==> src/rtl/aqp_ebus_pkg.sv <==
// Shared definitions for the aqp_ebus_master external-bus cycle master:
// bus-cycle phase encoding, idle strobe value and strobe decode helper.
package aqp_ebus_pkg;

  typedef enum logic [3:0] {
    ST_IDLE = 4'd0,
    ST_T1A  = 4'd1,
    ST_T1B  = 4'd2,
    ST_T2A  = 4'd3,
    ST_T2B  = 4'd4,
    ST_TWA  = 4'd5,
    ST_TWB  = 4'd6,
    ST_T3A  = 4'd7,
    ST_T3B  = 4'd8
  } ebus_state_e;

  // Strobe vector order is {rd_n, wr_n, mreq_n, iorq_n}.
  localparam logic [3:0] STROBE_IDLE = 4'b1111;
  localparam int         IO_WAIT_MAX = 3;

  // Active-low strobes for the phase being entered; memory cycles open mreq
  // (and rd for reads) one half-period earlier than IO cycles.
  function automatic logic [3:0] strobe_decode(input ebus_state_e st,
                                               input logic wr,
                                               input logic io);
    logic mid_s;
    logic t1b_s;
    mid_s = (st == ST_T2A) || (st == ST_T2B) || (st == ST_TWA) ||
            (st == ST_TWB) || (st == ST_T3A);
    t1b_s = (st == ST_T1B);
    return {~(~wr & ((~io & t1b_s) | mid_s)),
            ~(wr & mid_s),
            ~(~io & (t1b_s | mid_s)),
            ~(io & mid_s)};
  endfunction

endpackage

==> src/rtl/aqp_ebus_master.sv <==
// Z80-style expansion-bus cycle master; phases advance only on ebus_phi_clken.
// Define AQP_EBUS_WAIT_EN to honour ebus_wait_n (otherwise only forced IO waits).
module aqp_ebus_master
  import aqp_ebus_pkg::*;
#(
  parameter int IO_WAIT_STATES = 1,
  parameter int ADDR_WIDTH     = 16
) (
  input  logic                  sysclk,
  input  logic                  reset_n,
  input  logic                  ebus_phi_clken,
  input  logic                  req,
  input  logic                  req_wr,
  input  logic                  req_io,
  input  logic [ADDR_WIDTH-1:0] req_addr,
  input  logic [7:0]            req_wrdata,
  output logic                  busy,
  output logic                  ack,
  output logic [7:0]            rddata,
  output logic [ADDR_WIDTH-1:0] ebus_a,
  output logic [7:0]            ebus_d_out,
  output logic                  ebus_d_oe,
  input  logic [7:0]            ebus_d_in,
  output logic                  ebus_rd_n,
  output logic                  ebus_wr_n,
  output logic                  ebus_mreq_n,
  output logic                  ebus_iorq_n,
  input  logic                  ebus_wait_n
);

  localparam logic [1:0] IO_WAIT_CNT = (IO_WAIT_STATES > IO_WAIT_MAX) ?
                                       2'(IO_WAIT_MAX) : 2'(IO_WAIT_STATES);

  ebus_state_e           state_q, state_d;
  logic                  busy_q, busy_d;
  logic                  ack_q, ack_d;
  logic                  wr_q, wr_d;
  logic                  io_q, io_d;
  logic [ADDR_WIDTH-1:0] addr_q, addr_d;
  logic [7:0]            wdata_q, wdata_d;
  logic [7:0]            rddata_q, rddata_d;
  logic [ADDR_WIDTH-1:0] ebus_a_q, ebus_a_d;
  logic [7:0]            d_out_q, d_out_d;
  logic                  d_oe_q, d_oe_d;
  logic [3:0]            strobe_q, strobe_d;
  logic [1:0]            fwait_q, fwait_d;
  logic                  wait_low_s;

`ifdef AQP_EBUS_WAIT_EN
  logic [1:0] wait_sync_q;

  // Two-flop synchronizer for the asynchronous bus wait input.
  always_ff @(posedge sysclk or negedge reset_n) begin
    if (!reset_n) begin
      wait_sync_q <= 2'b11;
    end else begin
      wait_sync_q <= {wait_sync_q[0], ebus_wait_n};
    end
  end

  assign wait_low_s = ~wait_sync_q[1];
`else
  logic unused_wait_s;
  assign unused_wait_s = ebus_wait_n;
  assign wait_low_s    = 1'b0;
`endif

  // Next-state, request latching and bus output computation.
  always_comb begin
    state_d  = state_q;
    busy_d   = busy_q;
    ack_d    = 1'b0;
    wr_d     = wr_q;
    io_d     = io_q;
    addr_d   = addr_q;
    wdata_d  = wdata_q;
    rddata_d = rddata_q;
    ebus_a_d = ebus_a_q;
    d_out_d  = d_out_q;
    d_oe_d   = d_oe_q;
    fwait_d  = fwait_q;
    case (state_q)
      ST_IDLE: begin
        // busy with IDLE means accepted and waiting for the first clken.
        if (!busy_q) begin
          if (req) begin
            busy_d  = 1'b1;
            wr_d    = req_wr;
            io_d    = req_io;
            addr_d  = req_addr;
            wdata_d = req_wrdata;
          end else begin
            busy_d = 1'b0;
          end
        end else if (ebus_phi_clken) begin
          state_d  = ST_T1A;
          ebus_a_d = addr_q;
          if (wr_q) begin
            d_out_d = wdata_q;
            d_oe_d  = 1'b1;
          end else begin
            d_oe_d = 1'b0;
          end
        end else begin
          state_d = ST_IDLE;
        end
      end
      ST_T1A:  if (ebus_phi_clken) state_d = ST_T1B; else state_d = ST_T1A;
      ST_T1B:  if (ebus_phi_clken) state_d = ST_T2A; else state_d = ST_T1B;
      ST_T2A:  if (ebus_phi_clken) state_d = ST_T2B; else state_d = ST_T2A;
      ST_T2B: begin
        if (ebus_phi_clken) begin
          if (io_q && (IO_WAIT_CNT != 2'd0)) begin
            state_d = ST_TWA;
            fwait_d = IO_WAIT_CNT - 2'd1;
          end else if (wait_low_s) begin
            state_d = ST_TWA;
          end else begin
            state_d = ST_T3A;
          end
        end else begin
          state_d = ST_T2B;
        end
      end
      ST_TWA:  if (ebus_phi_clken) state_d = ST_TWB; else state_d = ST_TWA;
      ST_TWB: begin
        if (ebus_phi_clken) begin
          if (fwait_q != 2'd0) begin
            state_d = ST_TWA;
            fwait_d = fwait_q - 2'd1;
          end else if (wait_low_s) begin
            state_d = ST_TWA;
          end else begin
            state_d = ST_T3A;
          end
        end else begin
          state_d = ST_TWB;
        end
      end
      ST_T3A: begin
        if (ebus_phi_clken) begin
          state_d = ST_T3B;
          if (!wr_q) begin
            rddata_d = ebus_d_in;
          end else begin
            rddata_d = rddata_q;
          end
        end else begin
          state_d = ST_T3A;
        end
      end
      ST_T3B: begin
        if (ebus_phi_clken) begin
          state_d = ST_IDLE;
          busy_d  = 1'b0;
          ack_d   = 1'b1;
          d_oe_d  = 1'b0;
        end else begin
          state_d = ST_T3B;
        end
      end
      default: begin
        state_d = ST_IDLE;
        busy_d  = 1'b0;
        d_oe_d  = 1'b0;
      end
    endcase
    strobe_d = strobe_decode(state_d, wr_q, io_q);
  end

  // State and registered bus outputs; async reset drops any cycle in flight.
  always_ff @(posedge sysclk or negedge reset_n) begin
    if (!reset_n) begin
      state_q  <= ST_IDLE;
      busy_q   <= 1'b0;
      ack_q    <= 1'b0;
      wr_q     <= 1'b0;
      io_q     <= 1'b0;
      addr_q   <= '0;
      wdata_q  <= 8'h00;
      rddata_q <= 8'h00;
      ebus_a_q <= '0;
      d_out_q  <= 8'h00;
      d_oe_q   <= 1'b0;
      strobe_q <= STROBE_IDLE;
      fwait_q  <= 2'd0;
    end else begin
      state_q  <= state_d;
      busy_q   <= busy_d;
      ack_q    <= ack_d;
      wr_q     <= wr_d;
      io_q     <= io_d;
      addr_q   <= addr_d;
      wdata_q  <= wdata_d;
      rddata_q <= rddata_d;
      ebus_a_q <= ebus_a_d;
      d_out_q  <= d_out_d;
      d_oe_q   <= d_oe_d;
      strobe_q <= strobe_d;
      fwait_q  <= fwait_d;
    end
  end

  assign busy        = busy_q;
  assign ack         = ack_q;
  assign rddata      = rddata_q;
  assign ebus_a      = ebus_a_q;
  assign ebus_d_out  = d_out_q;
  assign ebus_d_oe   = d_oe_q;
  assign ebus_rd_n   = strobe_q[3];
  assign ebus_wr_n   = strobe_q[2];
  assign ebus_mreq_n = strobe_q[1];
  assign ebus_iorq_n = strobe_q[0];

endmodule

==> config.mk <==
export PLATFORM = sky130hd
export DESIGN_NAME = aqp_ebus_master
export DESIGN_NICKNAME = d
export VERILOG_FILES = /design/src/rtl/aqp_ebus_pkg.sv /design/src/rtl/aqp_ebus_master.sv
export SDC_FILE = /design/constraint.sdc
export NUM_CORES = 1
export LEC_CHECK = 0
export CORE_ASPECT_RATIO = 1.5
export CORE_MARGIN = 2
export CORE_UTILIZATION = 35
export CTS_CLUSTER_SIZE = 10
export DETAILED_ROUTE_END_ITERATION = 10
export PLACE_DENSITY_LB_ADDON = 0.3
export SETUP_SLACK_MARGIN = 0.3
export SLEW_MARGIN = 30
export SYNTH_ARGS = -nofsm -noshare
export SYNTH_HDL_FRONTEND = slang
export SYNTH_SLANG_ARGS = --single-unit
export TNS_END_PERCENT = 100
==> constraint.sdc <==
create_clock -name sysclk -period 2.55 [get_ports sysclk]
set_input_delay 0.765 -clock sysclk [delete_from_list [all_inputs] [get_ports sysclk]]
set_output_delay 0.765 -clock sysclk [all_outputs]
set_load 0.05 [all_outputs]
==> results.txt <==
----------------------------------------------------
[Clock network]
  Clock buffers created by TritonCTS ... 9
  Number of buffers between clock root and the deepest sink ... 2
  Clock latency reported for the late side of the worst-skew pair ... 0.33 ns
  Sinks on Clock Net ... 71
  Clock input transition at the sequential cells of the worst setup and hold paths ... 0.05 ns
  Setup fix buffers added after clock tree synthesis ... 0
  Clock tree from TritonCTS ... built
  Root buf cell ... sky130_fd_sc_hd__clkbuf_16
  Number of H-tree levels ... 3

[Yosys]
  Distinct cells, synth ... 40
  Proportion of synthesized chip area in sequential cells ... ~63%
  Synthesized net count ... 230
  Synth top area share ... a little under 60%
  Share of flip-flops with an asynchronous set or reset ... 100%
  Avg Synthesized Cell Area ... 15.0 µm²
  Flops & latches, synth ... just over 70
  Library cell with the largest summed area after synthesis ... sky130_fd_sc_hd__dfrtp_1
  EDFF count, synth ... 0
  Gate Count Post-Synth ... 190
  Largest cells by area after synthesis ... sky130_fd_sc_hd__dfrtp_1 59%, sky130_fd_sc_hd__mux2_2 23%, sky130_fd_sc_hd__dfstp_2 3.7%
  Synth Cell Area ... 2850 µm²
  Most used flip-flop cell after synthesis ... sky130_fd_sc_hd__dfrtp_1
  YS warnings ... 0

[STA]
  Setup clock skew after layout ... roughly 0.0075 ns
  Post-route clock period utilization ... 86.7%
  Setup Viol. Count Final ... 0
  Final Max Slew Viols ... 0
  Actual transition at the worst max-transition pin ... 0.527 ns
  Setup WS post-layout ... approximately 0.34 ns
  Final Critical Period ... 2.21 ns
  Count of final hold-check violations ... 0
  Unrepaired setup endpoints after global routing ... false
  Slew headroom ... 65.0%
  Peak Freq ... 452 MHz
  Aggregate negative setup slack ... 0 ns
  Post-route worst hold slack ... 0.370 ns

[Setup path]
  Worst EP required ... between 1.5 and 2 ns
  Data arrival at the endpoint of the critical path ... ~1.4 ns
  RR Startpoint ... state_q[1]
  Critical Setup Path Class ... flop to output port
  Max stage delay cell, worst path ... sky130_fd_sc_hd__clkdlybuf4s50_1
  Crit. End Element ... output port
  Family with the most delay on the worst path ... buffers and inverters
  Max FO, Critical Path ... 1
  CP startpoint kind ... flop
  Worst path bufs/invs ... 1
  Critical path's largest stage delay ... 0.80 ns
  Launch point of the worst path ... ack
  Cells traversed along the worst timing path ... clkdlybuf4s50_1

[Route]
  Routed wire length ... 5.53 mm
  Top layer in use ... met4
  Post-route met1 wirelength ... 2.10 mm
  Final antenna-violating net count ... 0
  Met2 layer wire length in the routed design ... 3.06 mm
  Avg Vias per Cell ... around 4.7
  Vias after detailed routing ... 1807
  DRC violations left ... 0
  First drt pass iteration count ... 4
  Wire length on met3 ... 189 µm
  First DRT Iteration DRCs ... 102
  Wirelength per Cell ... roughly 14 µm

[Place]
  Placed instance count ... around 370
  Placed wire-length estimate after detailed placement ... approximately 3.9 mm
  GPL Wtd Cong ... around 0.80
  Setup Slack @ Placement ... roughly 0.019 ns
  Port Buffer Count ... 76
  Dpl cell area ... 3770 µm²

[Floorplan]
  Die footprint ... 8890 µm²
  X dimension of the die ... 77.7 µm
  Die outline height ... 114 µm
  Number of standard-cell rows in the floorplan ... 40
  Top-level port count ... 78
  Starting density of the core ... 35.8%
  Core region area ... around 8000 µm²

[Cells and area]
  Leading cell types in the layout, fill and taps excluded ... 67 x sky130_fd_sc_hd__dfrtp_1, 59 x sky130_fd_sc_hd__mux2_2, 37 x sky130_fd_sc_hd__clkdlybuf4s50_1
  Net count of the finished layout ... around 320
  Sequential cell area ... 1780 µm²
  Antenna Cells ... 0
  Finished Core Util ... 50.7%
  Synthesis-to-finish area growth ... 41.7%
  Non-filler instance count after layout ... 385
  Count of filler cells inserted in the layout ... 720
  Area occupied by multi-input gates ... 991 µm²
  Commonest non-fill, non-tap cell in the layout ... sky130_fd_sc_hd__dfrtp_1
  Final design instance area without fill ... about 4000 µm²
  Fraction of final layout cells sized beyond drive strength 1 ... 32.9%

[Global routing]
  Pin count of the biggest net entering global routing ... 35
  Number of global-route vias before repair ... 1948
  Global-route wire length before repair ... approximately 9.4 mm
  Global-route usage over all layers ... roughly 14%
  Final global-route overflow total ... 0
  Number of antenna violations at the first check in global routing ... 0

[Power and ir drop]
  Power density normalized to cell area ... 1340 nW/µm²
  Largest vdd supply drop ... around 650 µV
  Leakage ... 1.96 nW
  Overall power ... 5.41 mW

[Status]
  Outcome ... finished clean

[Min path]
  Worst Hold Class ... input pin to asynchronous set/reset pin

[Flow run]
  Max Cap Viol ... 0

----------------------------------------------------
-- state kept, by name (all words and copies together), names as in the netlist, 2 cells and up --
| name | cells |
|---|---|
| state_q | 4 |
| ebus_d_out | 8 |
| ebus_a | 16 |
| wdata_q | 8 |
| addr_q | 16 |
| fwait_q | 2 |
| rddata | 8 |
| strobe_q | 4 |
-- cell usage after synthesis (2+ instances only) --
master and number:
sky130_fd_sc_hd__a22o_1 2, sky130_fd_sc_hd__a32o_1 2, sky130_fd_sc_hd__and3_1 3, sky130_fd_sc_hd__buf_2 4
sky130_fd_sc_hd__buf_6 2, sky130_fd_sc_hd__dfrtp_1 67, sky130_fd_sc_hd__dfstp_2 4, sky130_fd_sc_hd__inv_1 5
sky130_fd_sc_hd__mux2_2 59, sky130_fd_sc_hd__nand2_1 3, sky130_fd_sc_hd__nand2b_1 3, sky130_fd_sc_hd__nor2_1 4
sky130_fd_sc_hd__nor2b_1 3, sky130_fd_sc_hd__nor3_1 2, sky130_fd_sc_hd__o21bai_1 2
-- report_power, final --
| group | total, mW | switching [mW] | internal [mW] |
|---|---|---|---|
| clock | 1.20 | 0.452 | 0.752 |
| sequential | 1.95 | 0.315 | 1.63 |
| combinational | 2.25 | 1.40 | 0.853 |
| total | 5.41 | 2.17 | 3.24 |
-- final timing paths --
kind / endpoint / slack (ns) / cells past startpoint
worst max-delay path: ack / 0.34 / 1
max in group asynchronous: addr_q[7] / 1.57 / 2
worst min register to register: addr_q[6] / 0.50 / 1
worst max register to register: ebus_d_out[3] / 0.69 / 5
worst min-delay path: ebus_d_out[3] / 0.37 / 1
min in group sysclk: addr_q[6] / 0.50 / 1
-- logic make-up after synthesis --
logic type | synth area share, %
DFF | 62.6
adders and majority gates | 0.439
AOI/OAI and AO/OA | 4.39
muxes | 23.3
buffers and inverters | 2.72
and+or+nand+nor | 6.24
xor gates and xnor gates | 0.308
-- final cells by class --
class	instances	share of cell area, %
multi-input combinational	105	24.6
tap	105	3.26
timing repair buffer	83	20.3
inverter	5	0.465
sequential	71	44.2
clock buffer	10	5.68
clock inverter	6	1.52
-- what timing repair did --
action	CTS	global route
gates resized for setup	32	7
endpoints found under the setup margin	32	22
hold buffers	0	0
-- metal layers --
layer	track usage, %	vias up
met3	2.68	12
met2	24.9	38
met5	0	-
met1	14.8	909
met4	9.64	0
li1	-	848
(Power assumes the default switching activity.)
